### src/rtl/cspwm_sequencer.sv
// Start-up/shutdown sequencer for the three-module carrier-shifted PWM stage.
// Generates the carrier sync pulse, phase offsets, PWM enable and a slew-limited target voltage.
module cspwm_sequencer #(
  parameter int unsigned RAMP_STEP     = 16,
  parameter logic [15:0] UDC_MIN       = 16'd1000,
  parameter int unsigned ALIGN_PERIODS = 4
) (
  input  logic               clk_20M,
  input  logic               reset,
  input  logic               enable_cmd,
  input  logic               clear_trip,
  input  logic [15:0]        Frequency,
  input  logic signed [15:0] TargetVol_cmd,
  input  logic [15:0]        LinkUdcA,
  input  logic [15:0]        LinkUdcB,
  input  logic [15:0]        LinkUdcC,
  input  logic [15:0]        Udc_limit,
  output logic               Syn,
  output logic               start,
  output logic signed [15:0] TargetVol,
  output logic [15:0]        Angle_initialA,
  output logic [15:0]        Angle_initialB,
  output logic [15:0]        Angle_initialC,
  output logic [2:0]         state,
  output logic               trip
);

  typedef enum logic [2:0] {
    StIdle  = 3'd0,
    StCheck = 3'd1,
    StAlign = 3'd2,
    StRamp  = 3'd3,
    StRun   = 3'd4,
    StStop  = 3'd5,
    StTrip  = 3'd6
  } state_e;

  localparam logic [15:0] Step      = 16'(RAMP_STEP);
  localparam logic [15:0] AlignLast = 16'(ALIGN_PERIODS - 1);

  state_e      state_q, state_d;
  logic [15:0] cnt_q, cnt_d;
  logic        syn_q, syn_d;
  logic [15:0] align_q, align_d;
  logic [15:0] angle_b_q, angle_b_d, angle_c_q, angle_c_d;
  logic        start_q, start_d;
  logic        trip_q, trip_d;
  logic [15:0] tv_q, tv_d;

  logic freq_ok, over_volt, udc_ok;

  assign freq_ok   = (Frequency >= 16'd3);
  assign over_volt = (LinkUdcA > Udc_limit) || (LinkUdcB > Udc_limit) || (LinkUdcC > Udc_limit);
  assign udc_ok    = (LinkUdcA >= UDC_MIN) && (LinkUdcB >= UDC_MIN) && (LinkUdcC >= UDC_MIN);

  // One slew step from cur toward tgt; the 17-bit difference keeps full-scale swings from wrapping.
  function automatic logic [15:0] slew(input logic [15:0] cur, input logic [15:0] tgt);
    logic [16:0] diff, mag;
    diff = {tgt[15], tgt} - {cur[15], cur};
    mag  = diff[16] ? (17'd0 - diff) : diff;
    if (mag <= {1'b0, Step}) begin
      return tgt;
    end else if (diff[16]) begin
      return 16'({cur[15], cur} - {1'b0, Step});
    end else begin
      return 16'({cur[15], cur} + {1'b0, Step});
    end
  endfunction

  always_comb begin
    cnt_d = cnt_q + 16'd1;
    if (!freq_ok || (cnt_q >= Frequency - 16'd1)) begin
      cnt_d = 16'd0;
    end
    syn_d = freq_ok && (cnt_q == 16'd0);

    angle_b_d = angle_b_q;
    angle_c_d = angle_c_q;
    if (state_q == StIdle) begin
      angle_b_d = 16'((32'(Frequency) * 32'd21846) >> 16);
      angle_c_d = 16'((32'(Frequency) * 32'd43691) >> 16);
    end

    align_d = 16'd0;
    if (state_q == StAlign) begin
      align_d = syn_q ? align_q + 16'd1 : align_q;
    end
  end

  // State register
  always_ff @(posedge clk_20M) begin
    if (reset) begin
      state_q   <= StIdle;
      cnt_q     <= 16'd0;
      syn_q     <= 1'b0;
      align_q   <= 16'd0;
      angle_b_q <= 16'd0;
      angle_c_q <= 16'd0;
      start_q   <= 1'b0;
      trip_q    <= 1'b0;
      tv_q      <= 16'd0;
    end else begin
      state_q   <= state_d;
      cnt_q     <= cnt_d;
      syn_q     <= syn_d;
      align_q   <= align_d;
      angle_b_q <= angle_b_d;
      angle_c_q <= angle_c_d;
      start_q   <= start_d;
      trip_q    <= trip_d;
      tv_q      <= tv_d;
    end
  end

  // Next-state logic; overvoltage outranks every other exit outside IDLE and TRIP.
  always_comb begin
    state_d = state_q;
    unique case (state_q)
      StIdle:  if (enable_cmd && freq_ok) state_d = StCheck;
      StCheck: begin
        if (over_volt)        state_d = StTrip;
        else if (!enable_cmd) state_d = StIdle;
        else if (udc_ok)      state_d = StAlign;
      end
      StAlign: begin
        if (over_volt)                           state_d = StTrip;
        else if (!enable_cmd)                    state_d = StIdle;
        else if (syn_q && (align_q == AlignLast)) state_d = StRamp;
      end
      StRamp: begin
        if (over_volt)                    state_d = StTrip;
        else if (!enable_cmd)             state_d = StStop;
        else if (tv_q == TargetVol_cmd)   state_d = StRun;
      end
      StRun: begin
        if (over_volt)        state_d = StTrip;
        else if (!enable_cmd) state_d = StStop;
      end
      StStop: begin
        if (over_volt)             state_d = StTrip;
        else if (tv_q == 16'd0)    state_d = StIdle;
      end
      StTrip:  if (clear_trip && !enable_cmd) state_d = StIdle;
      default: state_d = StIdle;
    endcase
  end

  // Output logic, registered alongside the state so all of them move together.
  always_comb begin
    start_d = (state_d == StRamp) || (state_d == StRun) || (state_d == StStop);
    trip_d  = (state_d == StTrip);
    tv_d    = tv_q;
    if ((state_d == StIdle) || (state_d == StTrip)) begin
      tv_d = 16'd0;
    end else if (syn_q) begin
      if ((state_q == StRamp) || (state_q == StRun)) begin
        tv_d = slew(tv_q, TargetVol_cmd);
      end else if (state_q == StStop) begin
        tv_d = slew(tv_q, 16'd0);
      end
    end
  end

  assign Syn            = syn_q;
  assign start          = start_q;
  assign TargetVol      = tv_q;
  assign Angle_initialA = 16'd0;
  assign Angle_initialB = angle_b_q;
  assign Angle_initialC = angle_c_q;
  assign state          = state_q;
  assign trip           = trip_q;

endmodule

### config.mk
export PLATFORM = sky130hd
export DESIGN_NAME = cspwm_sequencer
export DESIGN_NICKNAME = d
export VERILOG_FILES = /design/src/rtl/cspwm_sequencer.sv
export SDC_FILE = /design/constraint.sdc
export NUM_CORES = 1
export LEC_CHECK = 0
export ABC_AREA = 1
export BUFFER_PORTS_ARGS = -buffer_cell sky130_fd_sc_hd__buf_2
export CORE_ASPECT_RATIO = 2
export CORE_MARGIN = 8
export CORE_UTILIZATION = 27
export DETAILED_ROUTE_END_ITERATION = 7
export GPL_TIMING_DRIVEN = 0
export PLACE_DENSITY = 0.4
export SYNTH_ARGS = -nofsm -noshare
export SYNTH_HDL_FRONTEND = slang
export SYNTH_SLANG_ARGS = --single-unit
### constraint.sdc
create_clock -name clk_20M -period 18.02 [get_ports clk_20M]
set_input_delay 3.604 -clock clk_20M [delete_from_list [all_inputs] [get_ports clk_20M]]
set_output_delay 3.604 -clock clk_20M [all_outputs]
set_load 0.02 [all_outputs]
==> flow_metrics.env <==
export IMPL_status="completed"
export IMPL_clockRootBuffer="clkbuf_16"
export IMPL_grt_usage_pct=16.2
export IMPL_max_stage_delay_ps=600
export IMPL_detail_route_antenna_nets=0
export IMPL_min_from="cnt_q[0]"
export IMPL_drt_total_wl_um=54600
export IMPL_numCtsBuffers=9
export IMPL_pwr_share_clk_pct=6.2
export IMPL_num_vias=15157
export IMPL_finalSetupViolations=0
export IMPL_ys_seq_elements=85
export IMPL_fmax_mhz=110
export IMPL_whs_ps=467
export IMPL_grt_pass1_wl_um=86400
export IMPL_reg2reg_to="TargetVol[12]"
export IMPL_antenna_found_initial=1
export IMPL_drive_gt1_share_pct=9.89
export IMPL_path_common_cell="inv_1"
export IMPL_chipWidth_um=188
export IMPL_row_count=126
export IMPL_ir_worst_vdd_mv=0.0952
export IMPL_cts_setup_buffers=0
export IMPL_clkTransAtPathRegs_ps=80
export IMPL_stdcell_area_mm2=0.0180
export IMPL_grt_overflow=0
export IMPL_rsz0062_at_grt="no"
export IMPL_fin_nets=3017
export IMPL_grt_max_degree=19
export IMPL_combPwrFrac_pct=85.4
export IMPL_cp_max_fo=9
export IMPL_cts_resized=0
export IMPL_n_fill_cell=6665
export IMPL_dr_first_iter_drc_count=723
export IMPL_cts_buffer_depth=2
export IMPL_holdPathStages=1
export IMPL_grt_pass1_vias=15438
export IMPL_synth_area_top_cells="ha_1 (19%), fa_1 (14%), inv_1 (12%), nand2_1 (12%), dfxtp_1 (11%)"
export IMPL_yosysWarnings=0
export IMPL_finalCoreUtilization_pct=30.7
export IMPL_fin_cells=3337
export IMPL_p_sw_share_pct=61.5
export IMPL_total_power_mw=3.13
export IMPL_path_cells="buf_2 -> ha_1 -> xor2_1 -> ha_1 -> inv_1 -> fa_1 -> inv_1 -> fa_1 -> inv_1 -> fa_1 -> inv_1 -> ha_1 -> a21oi_1 -> o21a_1 -> o21ai_0 -> a21oi_1 -> o21ai_0 -> nand2_1 -> o211ai_1 -> a21o_1 -> or2_2 -> nand3_1 -> o211ai_1 -> inv_1"
export IMPL_leakagePower_nw=10.1
export IMPL_core_mm2=0.0586
export IMPL_postPlaceCellArea_mm2=0.0177
export IMPL_synth_area_per_cell_um2=6.68
export IMPL_async_flop_share_pct=0
export IMPL_syn_to_final_growth_pct=13.0
export IMPL_wire_per_inst_um=16.4
export IMPL_cp_data_required_time_ps=18340
export IMPL_criticalPathCategory="in -> reg"
export IMPL_worst_path_buf_inv=6
export IMPL_ys_seq_area_share_pct=10.7
export IMPL_finalCritPeriodShare_pct=50.3
export IMPL_crit_start="Frequency[3]"
export IMPL_cts_htree_levels=3
export IMPL_tritoncts="done"
export IMPL_dp_hpwl_um=48400
export IMPL_synthesis_area_mm2=0.0159
export IMPL_rr_worst_depth=21
export IMPL_gp_congestion=0.894
export IMPL_syn_inst=2385
export IMPL_drtPass1Iterations=5
export IMPL_critPathArrivalTime_ps=9380
export IMPL_synth_top_area_cell="ha_1"
export IMPL_clock_skew_ps=14.2
export IMPL_pin_count=170
export IMPL_crit_family="adder cells"
export IMPL_synth_edf_count=0
export IMPL_dp_slack_ps=8480
export IMPL_cts_num_sinks=85
export IMPL_cpMaxStageDelayCell="xor2_1"
export IMPL_synth_top_area_share_pct=19.0
export IMPL_yosysUniqueCellTypes=55
export IMPL_synthFlopType="dfxtp_1"
export IMPL_fin_tns_setup_ps=0
export IMPL_worstHoldPathType="reg -> reg"
export IMPL_drv_slew=0
export IMPL_p_sw_mw=1.92
export IMPL_whs_endpoint="cnt_q[0]"
export IMPL_dp_cells=3320
export IMPL_start_util_pct=27.2
export IMPL_via_per_inst=4.54
export IMPL_maxSlewHeadroom_pct=20.4
export IMPL_clkLatencyLatePin_ps=370
export IMPL_critPathCaptureType="flip-flop"
export IMPL_drc=0
export IMPL_setup_ws_ps=8960
export IMPL_powerDensity_mw_per_mm2=174
export IMPL_start_kind="input port"
export IMPL_rrSetupSlack_ps=14490
export IMPL_portBuffers=151
export IMPL_cp_depth=24
export IMPL_intPower_mw=1.21
export IMPL_drv_cap=0
export IMPL_hold_violations=0
export IMPL_worst_pin_slew_ps=1180
export IMPL_die_area_mm2=0.0675
export IMPL_die_h_um=360
export IMPL_min_period_ps=9060
export IMPL_timing_rr_start="TargetVol[6]"
export IMPL_seqPwrFrac_pct=8.4
export IMPL_hold_buffers=0
flip-flops by register name, indices dropped and copies added (netlist names):
signal,cells
Angle_initialB,15
Angle_initialC,16
trip,1
cnt_q,16
state,3
TargetVol,16
align_q,16
start,1
Syn,1
area by class of cell:
cell class	instances	area (um^2)	share of cell area (%)
Timing Repair Buffer	151	756	4.19
Clock buffer	9	225	1.25
Buffer	43	256	1.42
Inverter	510	1910	10.6
Sequential cell	85	1700	9.45
Multi-Input combinational cell	1763	12100	67.3
Clock inverter	7	75.1	0.417
Antenna cell	1	2.50	0.0139
Tap cell	768	961	5.33
routing by layer:
metal	up-vias	track usage, %	part of all wire (%)
li1	7918	-	-
met1	6931	21.7	48
met2	275	27.0	46
met3	33	2.42	4.7
met4	0	3.46	1.6
met5	-	0	0
how the worst max path moves through the flow:
| stage | end | slack (ps) |
|---|---|---|
| floorplan | Angle_initialC[14] | 9590 |
| global placement | Angle_initialC[14] | 8480 |
| detailed placement | Angle_initialB[8] | 8480 |
| CTS | Angle_initialC[14] | 8880 |
| global route | Angle_initialC[14] | 8570 |
| finish | Angle_initialB[8] | 8960 |
cell usage after synthesis (3+ instances only):
cell      count
inv_1       501
nand2_2      14
nor2_1      222
fa_1        112
clkbuf_1     16
o21ai_1       3
buf_4        18
o21ai_0     112
nor2_2       10
buf_6         3
nand3b_1     14
dfxtp_1      85
xnor2_1       7
or2_2         9
o221ai_1      8
nor3_1       42
nand3_2       7
o21a_1        7
nand4_1      31
xor2_1       52
ha_1        242
o21bai_1      7
and2_1        3
and3_1        4
a21oi_1     130
inv_2         4
clkinv_1      5
nand2_1     490
a31oi_1      11
a21oi_2       3
nand3_1     137
nor4_1       18
a21o_1        9
nand2_4       6
o211ai_1     15
buf_2         4
placed cells by master, fill, tap and decap left out, types with 31 or more instances in the layout:
master / netlist / final
nor3_1: 42 / 42
buf_2: 4 / 155
nand2_1: 490 / 490
nand3_1: 137 / 137
fa_1: 112 / 112
nor2_1: 222 / 222
nand4_1: 31 / 31
dfxtp_1: 85 / 85
inv_1: 501 / 501
a21oi_1: 130 / 130
xor2_1: 52 / 52
o21ai_0: 112 / 112
ha_1: 242 / 242
power groups by stage:
stage | sequential (mW) | clock (mW) | combinational, mW
floorplan | 0.300 | 0 | 1.83
global placement | 0.268 | 0 | 2.70
detailed placement | 0.266 | 0 | 2.69
CTS | 0.263 | 0.204 | 2.71
global route | 0.268 | 0.209 | 3.06
finish | 0.262 | 0.194 | 2.67
cells by family after synthesis:
family	Yosys count	share of synthesized area, %
AO/OA/AOI/OAI	317	11.2
XOR/XNOR	59	3.24
adder cells (fa/ha/maj)	354	33.1
buffers and inverters	553	13.6
flip-flops	85	10.7
multiplexers	1	0.0628
other	1	0.0235
AND/OR/NAND/NOR	1015	28.1
Power figures use the tool's default switching activity.
